<file path="src/rtl/edge_scan_reader.sv">
// Sweeps a probe index range: clears the edge accumulator, lets it settle, reads all
// 128 result words through the bank/word selects and streams them out valid/ready.
module edge_scan_reader #(
  parameter int IDX_W      = 14,
  parameter int SETTLE_CYC = 4,
  parameter int RD_LAT     = 2
) (
  input  logic             CLK,
  input  logic             RST,
  input  logic             start,
  input  logic [IDX_W-1:0] idx_first,
  input  logic [IDX_W-1:0] idx_last,
  output logic             busy,
  output logic             done,
  output logic             err,
  output logic [IDX_W-1:0] slv_reg0,
  output logic             acc_clr,
  output logic [2:0]       sel1,
  output logic [7:0]       sel2,
  input  logic [31:0]      result_imp,
  output logic [31:0]      m_data,
  output logic [IDX_W-1:0] m_idx,
  output logic [6:0]       m_word,
  output logic             m_last,
  output logic             m_valid,
  input  logic             m_ready
);

  typedef enum logic [2:0] {IDLE, CLEAR, SETTLE, READ, PUSH} state_t;

  localparam logic [7:0] SETTLE_END = 8'(SETTLE_CYC - 1);
  localparam logic [7:0] READ_END   = 8'(RD_LAT - 1);

  state_t           state_reg, state_next;
  logic [IDX_W-1:0] cur_idx_reg, last_idx_reg, slv_reg0_reg, m_idx_reg;
  logic [6:0]       word_ptr_reg, m_word_reg;
  logic [7:0]       cnt_reg;
  logic [31:0]      m_data_reg;
  logic             done_reg, err_reg, acc_clr_reg, m_valid_reg, m_last_reg;

  logic hs, range_ok, word_end, idx_end, settle_end, read_end;

  assign hs         = m_valid_reg & m_ready;
  assign range_ok   = idx_last >= idx_first;
  assign word_end   = word_ptr_reg == 7'd127;
  assign idx_end    = cur_idx_reg == last_idx_reg;
  assign settle_end = cnt_reg == SETTLE_END;
  assign read_end   = cnt_reg == READ_END;

  always_comb begin
    state_next = state_reg;
    case (state_reg)
      IDLE:    if (start && range_ok) state_next = CLEAR;
      CLEAR:   state_next = SETTLE;
      SETTLE:  if (settle_end) state_next = READ;
      READ:    if (read_end) state_next = PUSH;
      PUSH: begin
        if (hs) begin
          if (!word_end)     state_next = READ;
          else if (!idx_end) state_next = CLEAR;
          else               state_next = IDLE;
        end
      end
      default: state_next = IDLE;
    endcase
  end

  always_ff @(posedge CLK) begin
    if (RST) begin
      state_reg    <= IDLE;
      cur_idx_reg  <= '0;
      last_idx_reg <= '0;
      slv_reg0_reg <= '0;
      word_ptr_reg <= '0;
      cnt_reg      <= '0;
      m_data_reg   <= '0;
      m_idx_reg    <= '0;
      m_word_reg   <= '0;
      m_last_reg   <= 1'b0;
      m_valid_reg  <= 1'b0;
      done_reg     <= 1'b0;
      err_reg      <= 1'b0;
      acc_clr_reg  <= 1'b0;
    end else begin
      state_reg   <= state_next;
      done_reg    <= 1'b0;
      err_reg     <= 1'b0;
      acc_clr_reg <= 1'b0;
      case (state_reg)
        IDLE: begin
          if (start) begin
            if (range_ok) begin
              // Outputs that belong to CLEAR are registered on the way in.
              cur_idx_reg  <= idx_first;
              last_idx_reg <= idx_last;
              slv_reg0_reg <= idx_first;
              acc_clr_reg  <= 1'b1;
              word_ptr_reg <= '0;
              cnt_reg      <= '0;
            end else begin
              done_reg <= 1'b1;
              err_reg  <= 1'b1;
            end
          end
        end
        CLEAR: cnt_reg <= '0;
        SETTLE: cnt_reg <= settle_end ? 8'd0 : cnt_reg + 8'd1;
        READ: begin
          if (read_end) begin
            cnt_reg     <= '0;
            m_data_reg  <= result_imp;
            m_idx_reg   <= cur_idx_reg;
            m_word_reg  <= word_ptr_reg;
            m_last_reg  <= word_end && idx_end;
            m_valid_reg <= 1'b1;
          end else begin
            cnt_reg <= cnt_reg + 8'd1;
          end
        end
        PUSH: begin
          if (hs) begin
            m_valid_reg <= 1'b0;
            m_last_reg  <= 1'b0;
            if (!word_end) begin
              word_ptr_reg <= word_ptr_reg + 7'd1;
            end else if (!idx_end) begin
              // Compare happened above, so the increment can never wrap past idx_last.
              cur_idx_reg  <= cur_idx_reg + 1'b1;
              slv_reg0_reg <= cur_idx_reg + 1'b1;
              acc_clr_reg  <= 1'b1;
              word_ptr_reg <= '0;
            end else begin
              done_reg <= 1'b1;
            end
          end
        end
        default: ;
      endcase
    end
  end

  assign busy     = state_reg != IDLE;
  assign done     = done_reg;
  assign err      = err_reg;
  assign slv_reg0 = slv_reg0_reg;
  assign acc_clr  = acc_clr_reg;
  assign sel1     = word_ptr_reg[6:4];
  assign sel2     = {4'b0000, word_ptr_reg[3:0]};
  assign m_data   = m_data_reg;
  assign m_idx    = m_idx_reg;
  assign m_word   = m_word_reg;
  assign m_last   = m_last_reg;
  assign m_valid  = m_valid_reg;

endmodule

</file>
<file path="config.mk">
export PLATFORM = sky130hd
export DESIGN_NAME = edge_scan_reader
export DESIGN_NICKNAME = d
export VERILOG_FILES = /design/src/rtl/edge_scan_reader.sv
export SDC_FILE = /design/constraint.sdc
export NUM_CORES = 1
export LEC_CHECK = 0
export BUFFER_PORTS_ARGS = -buffer_cell sky130_fd_sc_hd__buf_2
export CAP_MARGIN = 0
export CORE_ASPECT_RATIO = 1.75
export CORE_MARGIN = 1.5
export CORE_UTILIZATION = 50
export DETAILED_ROUTE_END_ITERATION = 6
export PLACE_DENSITY = 0.81
export SLEW_MARGIN = 40
export SYNTH_ARGS = -nofsm -noshare
export SYNTH_HDL_FRONTEND = slang
export SYNTH_SLANG_ARGS = --single-unit
</file>
<file path="constraint.sdc">
create_clock -name CLK -period 3.2 [get_ports CLK]
set_input_delay 0.48 -clock CLK [delete_from_list [all_inputs] [get_ports CLK]]
set_output_delay 0.48 -clock CLK [all_outputs]
set_load 0.05 [all_outputs]
</file>
==> reports/metrics.cfg, run 1 <==
[logic_synthesis]
ys_seq_elements = 104
yosys.area.top_type_share = 0.421
synth_area_per_cell_um2 = 8.09
netlist_area_um2 = 4940
ys_warn_count = 0
syn-instance-count = 611
yosys.area.top_type = dfxtp_1
async_flop_share = 0
yosysSeqAreaShare = 0.421
netlist-cell-type-count = 54
synth_edf_count = 0
synthFlopType = dfxtp_1
ys_top_cells_by_area = dfxtp_1 (42%), nand2_1 (10%), a21oi_1 (9.0%), ha_1 (4.6%), mux2i_1 (2.8%)

[finish]
n_antenna_cell = 0
nFillCells = 861
layout-drive-gt1-share = 0.251
area_delta_synth_final_pct = 21.5
seq_area_um2 = 2080
nets = 815
largest_reg_flops = 32
post-route-util = 0.630
multiInputGateArea_um2 = 2570

[floorplanning]
ios = 148
die_h_um = 135
row_count = 47
die_w_um = 78.1
initial_core_util = 0.519
core_um2 = 9530
die_area_um2 = 10500

[sta]
finalSetupViolCount = 0
finalHoldViolations = 0
drv_slew = 0
finalCritPeriodShare = 0.905
setup_ws_ns = 0.304
relSlewSlack = 0.474
max_freq_mhz = 345
tightest_slew_ns = 0.787
min_period_ns = 2.90
finClkSkew_ns = 0.00761
holdWs_ns = 0.373
rsz0062_at_grt = false
setup_tns_ns = 0

[outcome]
status = completed

[cts]
clk_pin_slew_ns = 0.07
cts_setup_buffers = 0
cts_buffers = 9
clock_path_buffers = 2
clk_latency_ns = 0.34
tritoncts = yes
clock-root-buffer = clkbuf_16
h-tree-depth = 3
clock-sinks = 104
cts_resized = 0
ctsHoldBuffers = 0

[critical_path]
start_kind = register
critPathKind = register to register
cp_slowest_cell = or4_4
path_cells = ha_1 -> nand3_1 -> or4_4 -> nor4_4 -> or3_1 -> and2_4 -> o221a_1
crit_arrival_ns = 3.17
cpPeakStageDelay_ns = 0.57
cp-end-kind = register
cp.required_ns = 3.48
crit_fanout = 16

[drt]
via_per_inst = 5.65
drt-pass1-iter-count = 7
drc = 0
antenna_left = 0
initialDrtViolationCount = 301
wl_um = 13300
dr_total_vias = 4856
wl_per_cell_um = 15.4

[placement]
dp_slack_ns = 0.385
place_hpwl_um = 9630
gp_congestion = 0.874
io_buffer_count = 143

[global_route]
grt_first_pass_wirelength_um = 21400
gr-total-overflow = 0
grt_max_degree = 66
grt_usage = 0.252
grt_pass1_vias = 4563
antenna_found_initial = 0

[power]
ir_drop_uv = 406
switchingPower_mw = 1.13
p_int_mw = 2.34
pwr-share-comb = 0.238
pwr-share-clk = 0.336
power_frac_seq = 0.426
pwr_density_cell_nw_per_um2 = 578
p_leak_nw = 2.57
switching_share = 0.325
finalPower_mw = 3.47

[min_path]
hp-class = input pin to register

[job]
maxCapViolCount = 0

==> per-stage QoR <==
stage	cell area (um^2)	instances
after floorplan	4950	614
after global placement	5680	844
after detailed placement	5690	844
after CTS	6010	860
after global routing	6010	860
final	6010	860
==> power groups by stage <==
stage | clock network [mW] | logic [mW] | registers (mW)
floorplan | 0 | 0.493 | 1.61
global placement | 0 | 0.802 | 1.50
detailed placement | 0 | 0.818 | 1.50
CTS | 1.19 | 0.822 | 1.47
global route | 1.24 | 0.896 | 1.49
finish | 1.17 | 0.826 | 1.48
==> layer usage <==
metal  wire length (um)  share of wire  up-vias  track usage
met5                  0              0        -            0
met4                524          0.040        0        0.128
met3                876          0.066       42       0.0507
met2               6760           0.51      229        0.456
met1               5100           0.38     2233        0.275
li1                   -              -     2352            -
==> area by class of cell <==
cell class                      count  share of cell area
Timing Repair Buffer              152               0.132
Clock buffer                       10              0.0381
Clock inverter                      6              0.0150
Multi-Input combinational cell    442               0.427
Tap cell                          122              0.0254
Inverter                           24              0.0150
Sequential cell                   104               0.347
==> cell usage after synthesis, types with 8 or more instances <==
| cell | number |
|---|---|
| nand2_1 | 131 |
| dfxtp_1 | 104 |
| a21oi_1 | 89 |
| nor2_1 | 36 |
| clkbuf_1 | 26 |
| inv_1 | 24 |
| ha_1 | 18 |
| nand3_1 | 18 |
| nor3_1 | 16 |
| mux2i_1 | 14 |
| xnor2_1 | 14 |
| and3_1 | 8 |
| buf_2 | 8 |
| nand2b_1 | 8 |
| o21ai_0 | 8 |
==> cells in the final DEF, fill, tap and decap left out, types with 3 or more instances in the layout <==
| cell | count |
|---|---|
| a211oi_1 | 3 |
| or2_2 | 3 |
| nand2_1 | 131 |
| ha_1 | 18 |
| xnor2_1 | 14 |
| buf_2 | 143 |
| a41oi_1 | 5 |
| a21oi_1 | 88 |
| and2_1 | 3 |
| nand3_1 | 17 |
| nand4_1 | 6 |
| clkbuf_16 | 9 |
| o21ai_0 | 8 |
| dfxtp_1 | 104 |
| o221a_2 | 3 |
| a22oi_1 | 6 |
| o32ai_1 | 7 |
| nor3_1 | 16 |
| mux2i_1 | 14 |
| a311oi_1 | 6 |
| inv_1 | 24 |
| conb_1 | 4 |
| buf_4 | 8 |
| and3_1 | 7 |
| nand2b_1 | 8 |
| nor2_1 | 36 |
==> kinds of logic after synthesis <==
logic type,share of synthesized area
mux,0.0306
xor+xnor,0.0284
flops,0.421
buf+inv,0.0636
compound gates,0.194
fa+ha+maj,0.0456
simple gates,0.216
other cells,0.000759
==> worst paths after layout <==
| check | from | to | slack [ns] | cells past startpoint |
|---|---|---|---|---|
| worst max-delay path | word_ptr_reg[0] | slv_reg0[9] | 0.30 | 7 |
| worst min-delay path | result_imp[24] | m_data[24] | 0.37 | 3 |
| worst max register to register | word_ptr_reg[0] | slv_reg0[9] | 0.30 | 7 |
| worst min register to register | m_word[0] | m_word[0] | 0.45 | 2 |
==> worst max-delay path, delay by kind of cell (launching register included) <==
family                   cells  cell delay (ns)
AND/OR/NAND/NOR              5             1.97
flip-flops                   1             0.40
adder cells (fa/ha/maj)      1             0.24
AO/OA/AOI/OAI                1             0.21
Power figures use the tool's default switching activity.
==> inputs of run 2 (changes only) <==
--- a/config.mk
+++ b/config.mk
@@ -5,6 +5,7 @@
 export SDC_FILE = /design/constraint.sdc
 export NUM_CORES = 1
 export LEC_CHECK = 0
+export ABC_AREA = 1
 export BUFFER_PORTS_ARGS = -buffer_cell sky130_fd_sc_hd__buf_2
 export CAP_MARGIN = 0
 export CORE_ASPECT_RATIO = 1.75
==> run 2 against run 1 <==
Core utilization shrank 0.90 points. Worst setup slack gained 0.79 ns. Critical path depth grew 7. Highest routed layer unchanged.
==> reports/metrics.cfg, run 2 <==
[critical_path]
cp-end-kind = register
start_kind = input pin
crit_arrival_ns = 2.34
critPathKind = input pin to register
crit_fanout = 24
cp.required_ns = 3.44

[sta]
min_period_ns = 2.10
tightest_slew_ns = 0.653
finClkSkew_ns = 0.0106
setup_tns_ns = 0
rsz0062_at_grt = false
drv_slew = 0
max_freq_mhz = 476
finalSetupViolCount = 0
finalCritPeriodShare = 0.657
finalHoldViolations = 0
relSlewSlack = 0.564
setup_ws_ns = 1.10

[logic_synthesis]
ys_seq_elements = 104
async_flop_share = 0
netlist_area_um2 = 5030
netlist-cell-type-count = 35
synthTopCellsByCount = nand2_1 (127), nor2_1 (112), dfxtp_1 (104)
synth-adder-area-share = 0.0447
yosysSeqAreaShare = 0.414
yosys.area.top_type_share = 0.414
synth_edf_count = 0
ys_top_cells_by_area = dfxtp_1 (41%), nand2_1 (9.5%), nor2_1 (8.4%), o21ai_0 (7.3%), a21oi_1 (6.9%)
syn-instance-count = 718
synthFlopType = dfxtp_1
synth_top_family_by_area = simple AND/OR/NAND/NOR gates
ys_warn_count = 0
yosys.area.top_type = dfxtp_1
synthMuxAreaShare = 0
synthSimpleGateAreaFrac = 0.258
synth_compound_area_frac = 0.175
yosysMostFrequentCell = nand2_1
synth_xor_area_frac = 0.0174
synth_area_per_cell_um2 = 7.01

[cts]
clk_latency_ns = 0.35
cts_resized = 0
cts_buffers = 9
clk_pin_slew_ns = 0.08
h-tree-depth = 3
tritoncts = yes
clock-root-buffer = clkbuf_16
clock-sinks = 104
ctsHoldBuffers = 0
clock_path_buffers = 2
cts_setup_buffers = 0

[power]
p_int_mw = 2.36
p_leak_nw = 2.97
ir_drop_uv = 400
switching_share = 0.379
pwr_density_cell_nw_per_um2 = 622
switchingPower_mw = 1.44
power_frac_seq = 0.401
pwr-share-comb = 0.302
pwr-share-clk = 0.296

[global_route]
antenna_found_initial = 1
grt_pass1_vias = 4472
gr-total-overflow = 0
grt_usage = 0.245
grt_first_pass_wirelength_um = 20500
grt_max_degree = 54

[placement]
dp_slack_ns = 0.727
gp_congestion = 0.902
io_buffer_count = 143
place_hpwl_um = 9700

[drt]
antenna_left = 0
initialDrtViolationCount = 389
drt-pass1-iter-count = 6
via_per_inst = 5.14
wl_per_cell_um = 13.5
drc = 0
dr_total_vias = 5029
wl_um = 13200

[finish]
layout-drive-gt1-share = 0.235
seq_area_um2 = 2080
final_common_cell = buf_2
final_cell_mix = buf_2 (143), nand2_1 (127), nor2_1 (112)
area_delta_synth_final_pct = 21.6
nets = 929
largest_reg_flops = 32
multiInputGateArea_um2 = 2500
nFillCells = 966

[floorplanning]
initial_core_util = 0.511
ios = 148
die_area_um2 = 10700
die_h_um = 136
row_count = 48
core_um2 = 9850
die_w_um = 78.8

[job]
maxCapViolCount = 0

[min_path]
hp-class = input pin to register

[outcome]
status = completed

run 2: final timing paths:
kind | from | to | slack (ns) | cells past startpoint
min reg2reg | last_idx_reg[11] | last_idx_reg[11] | 0.47 | 2
min | result_imp[22] | m_data[22] | 0.36 | 3
max reg2reg | cnt_reg[0] | m_idx[7] | 1.24 | 8
max | idx_first[13] | slv_reg0[13] | 1.10 | 14
run 2: cell type report:
cell class              count  area share
clock buffers              10      0.0374
multi-input cells         504       0.409
repair buffers            149       0.126
diodes                      1    0.000409
inverters                  79      0.0484
well taps                 125      0.0256
clock inverters             6      0.0125
flip-flops and latches    104       0.340
run 2: power groups by stage:
| stage | clock network [mW] | logic, mW | registers, mW |
|---|---|---|---|
| after floorplan | 0 | 0.684 | 1.74 |
| after global placement | 0 | 1.13 | 1.55 |
| after detailed placement | 0 | 1.15 | 1.55 |
| after CTS | 1.15 | 1.15 | 1.53 |
| after global routing | 1.20 | 1.28 | 1.55 |
| final | 1.13 | 1.15 | 1.53 |
run 2: critical path, stage by stage:
cell	delay (ns)
buf_2	0.09
inv_1	0.04
ha_1	0.28
nand2_1	0.07
inv_2	0.05
nand3_1	0.10
nor2_1	0.13
nand2_1	0.07
nand3_1	0.11
nand3_2	0.30
nand2_4	0.34
nand2_1	0.10
a21oi_1	0.13
nor2_1	0.05
run 2: cells by family (layout without fill, tap and decap cells):
logic type	Yosys count	count (layout)
AND/OR/NAND/NOR	301	301
AO/OA/AOI/OAI	171	171
buffers and inverters	113	244
flip-flops	104	104
adder cells (fa/ha/maj)	18	18
XOR/XNOR	10	10
other	1	5
run 2: per-layer routing:
metal | part of all wire | wire (um) | up-vias | GRT usage
li1 | - | - | 2578 | -
met1 | 0.38 | 5060 | 2264 | 0.265
met2 | 0.53 | 7080 | 159 | 0.441
met3 | 0.050 | 662 | 28 | 0.0471
met4 | 0.032 | 427 | 0 | 0.136
met5 | 0 | 0 | - | 0
run 2: through the flow:
stage	total power [mW]	std cells	util	instance area [um^2]	hold slack (ns)
after global routing	4.02	978	0.621	6120	0.354
final	3.81	978	0.621	6120	0.362
after detailed placement	2.70	961	0.590	5810	0.460
after global placement	2.69	961	0.590	5810	0.452
after floorplan	2.43	721	-	5040	0.444
after CTS	3.82	977	0.621	6120	0.359
==> inputs of run 3 (changes only) <==
--- a/config.mk
+++ b/config.mk
@@ -5,7 +5,7 @@
 export SDC_FILE = /design/constraint.sdc
 export NUM_CORES = 1
 export LEC_CHECK = 0
-export ABC_AREA = 1
+export ABC_AREA = 0
 export BUFFER_PORTS_ARGS = -buffer_cell sky130_fd_sc_hd__buf_2
 export CAP_MARGIN = 0
 export CORE_ASPECT_RATIO = 1.75
==> constraint.sdc (replaced) <==
create_clock -name CLK -period 2.05 [get_ports CLK]
set_input_delay 0.3075 -clock CLK [delete_from_list [all_inputs] [get_ports CLK]]
set_output_delay 0.3075 -clock CLK [all_outputs]
set_load 0.05 [all_outputs]
==> run 3 against run 2 <==
The flow now finishes with violations (negative setup slack). Critical path depth fell by 6. Cell area rose by 12%. Hold slack got worse by 0.16 ns. Via count rose by 3.8%. Non-clock buffer count rose by 79. Flip-flop and latch count did not move. Largest cell class unchanged.
==> reports/metrics.cfg, run 3 (synthesis results as in run 1) <==
[sta]
max_freq_mhz = 471
finalSetupViolCount = 20
finalCritPeriodShare = 1.04
finClkSkew_ns = 0.00896
setup_ws_ns = -0.0752
relSlewSlack = 0.636
rsz0062_at_grt = true
tightest_slew_ns = 0.545
min_period_ns = 2.13
drv_slew = 0
finalHoldViolations = 0

[finish]
final_cell_mix = buf_2 (143), nand2_1 (129), dfxtp_1 (93)
seq_area_um2 = 2100
n_antenna_cell = 0
final_common_cell = buf_2
layout-drive-gt1-share = 0.371
area_delta_synth_final_pct = 38.6
nFillCells = 754
post-route-util = 0.719
multiInputGateArea_um2 = 2770
nets = 891
largest_reg_flops = 32

[critical_path]
cpPeakStageDelay_ns = 0.54
crit_buf_inv = 1
start_kind = register
crit_arrival_ns = 2.36
cp-end-kind = register
critPathKind = register to register
path_cells = ha_4 -> nand3_4 -> or4_4 -> nor4_4 -> buf_4 -> or2_4 -> a2bb2oi_1 -> o32ai_1
crit_fanout = 6
cp.required_ns = 2.28
cp_top_family = simple AND/OR/NAND/NOR gates
cp_slowest_cell = or4_4

[floorplanning]
die_w_um = 78.1
initial_core_util = 0.519
ios = 148
core_um2 = 9530
die_area_um2 = 10500
row_count = 47
die_h_um = 135

[placement]
place_hpwl_um = 10900
io_buffer_count = 143
dp_slack_ns = -0.337
gp_congestion = 0.956

[power]
p_leak_nw = 3.00
ir_drop_uv = 486
pwr_density_cell_nw_per_um2 = 825

[cts]
ctsHoldBuffers = 0
cts_buffers = 9
clk_latency_ns = 0.34
clock-sinks = 104
tritoncts = yes
h-tree-depth = 3
clock_path_buffers = 2
clk_pin_slew_ns = 0.07
clock-root-buffer = clkbuf_16

[drt]
initialDrtViolationCount = 337
wl_um = 15000
antenna_left = 0
via_per_inst = 5.58
dr_total_vias = 5220
drt-pass1-iter-count = 5
wl_per_cell_um = 16.1
drc = 0

[job]
maxCapViolCount = 0

[global_route]
grt_first_pass_wirelength_um = 23100
grt_pass1_vias = 5055
grt_usage = 0.275
grt_max_degree = 56
antenna_found_initial = 0
gr-total-overflow = 0

[min_path]
hp-class = input pin to register

[outcome]
status = finished with violations
violations = negative setup slack

==> run 3: path summary, 6_finish.rpt <==
| check | from | endpoint | slack, ns | cells after the start |
|---|---|---|---|---|
| worst max-delay path | word_ptr_reg[1] | word_ptr_reg[3] | -0.08 | 8 |
| worst min register to register | m_data[6] | m_data[6] | 0.45 | 2 |
| worst max register to register | word_ptr_reg[1] | word_ptr_reg[3] | -0.08 | 8 |
| worst min-delay path | result_imp[3] | m_data[3] | 0.20 | 3 |
==> run 3: area by class of cell <==
| class | count | area share |
|---|---|---|
| Timing Repair Buffer | 228 | 0.210 |
| Inverter | 24 | 0.0132 |
| Clock inverter | 5 | 0.00932 |
| Tap cell | 122 | 0.0223 |
| Clock buffer | 11 | 0.0340 |
| Sequential cell | 104 | 0.307 |
| Multi-Input combinational cell | 442 | 0.404 |
==> run 3: through the flow <==
stage	setup TNS, ns	power [mW]	cells	hold slack, ns	area, um^2
floorplan	-3.04	3.31	614	0.440	5050
CTS	-0.355	5.59	934	0.192	6720
finish	-0.692	5.65	936	0.199	6850
global placement	-7.08	3.82	915	0.439	6350
global route	-1.88	5.90	936	0.196	6850
detailed placement	-9.03	3.87	915	0.445	6350
==> run 3: tightest hold or removal path, stage by stage <==
cell and delay, ns:
buf_2 0.09, nand2_1 0.04, a21oi_1 0.05
==> run 3: metal layers <==
metal,track usage,vias to the layer above,routed length (um)
met5,0,-,0
met4,0.149,0,649
met3,0.0426,46,911
met2,0.499,248,7760
met1,0.302,2420,5720
li1,-,2506,-
==> run 3: what timing repair did <==
item                                    4_1_cts  5_1_grt
cloned                                        0        1
endpoints found under the setup margin       33       80
resized for setup                            14       18
setup buffers                                 3        1
pin swaps                                     5       14
==> run 3: report_power, final <==
group	leakage (nW)	internal [mW]	switching [mW]
Combinational	2.02	0.650	1.05
Clock	0.143	0.962	0.751
Sequential	0.847	2.14	0.0986
Total	3.00	3.75	1.90
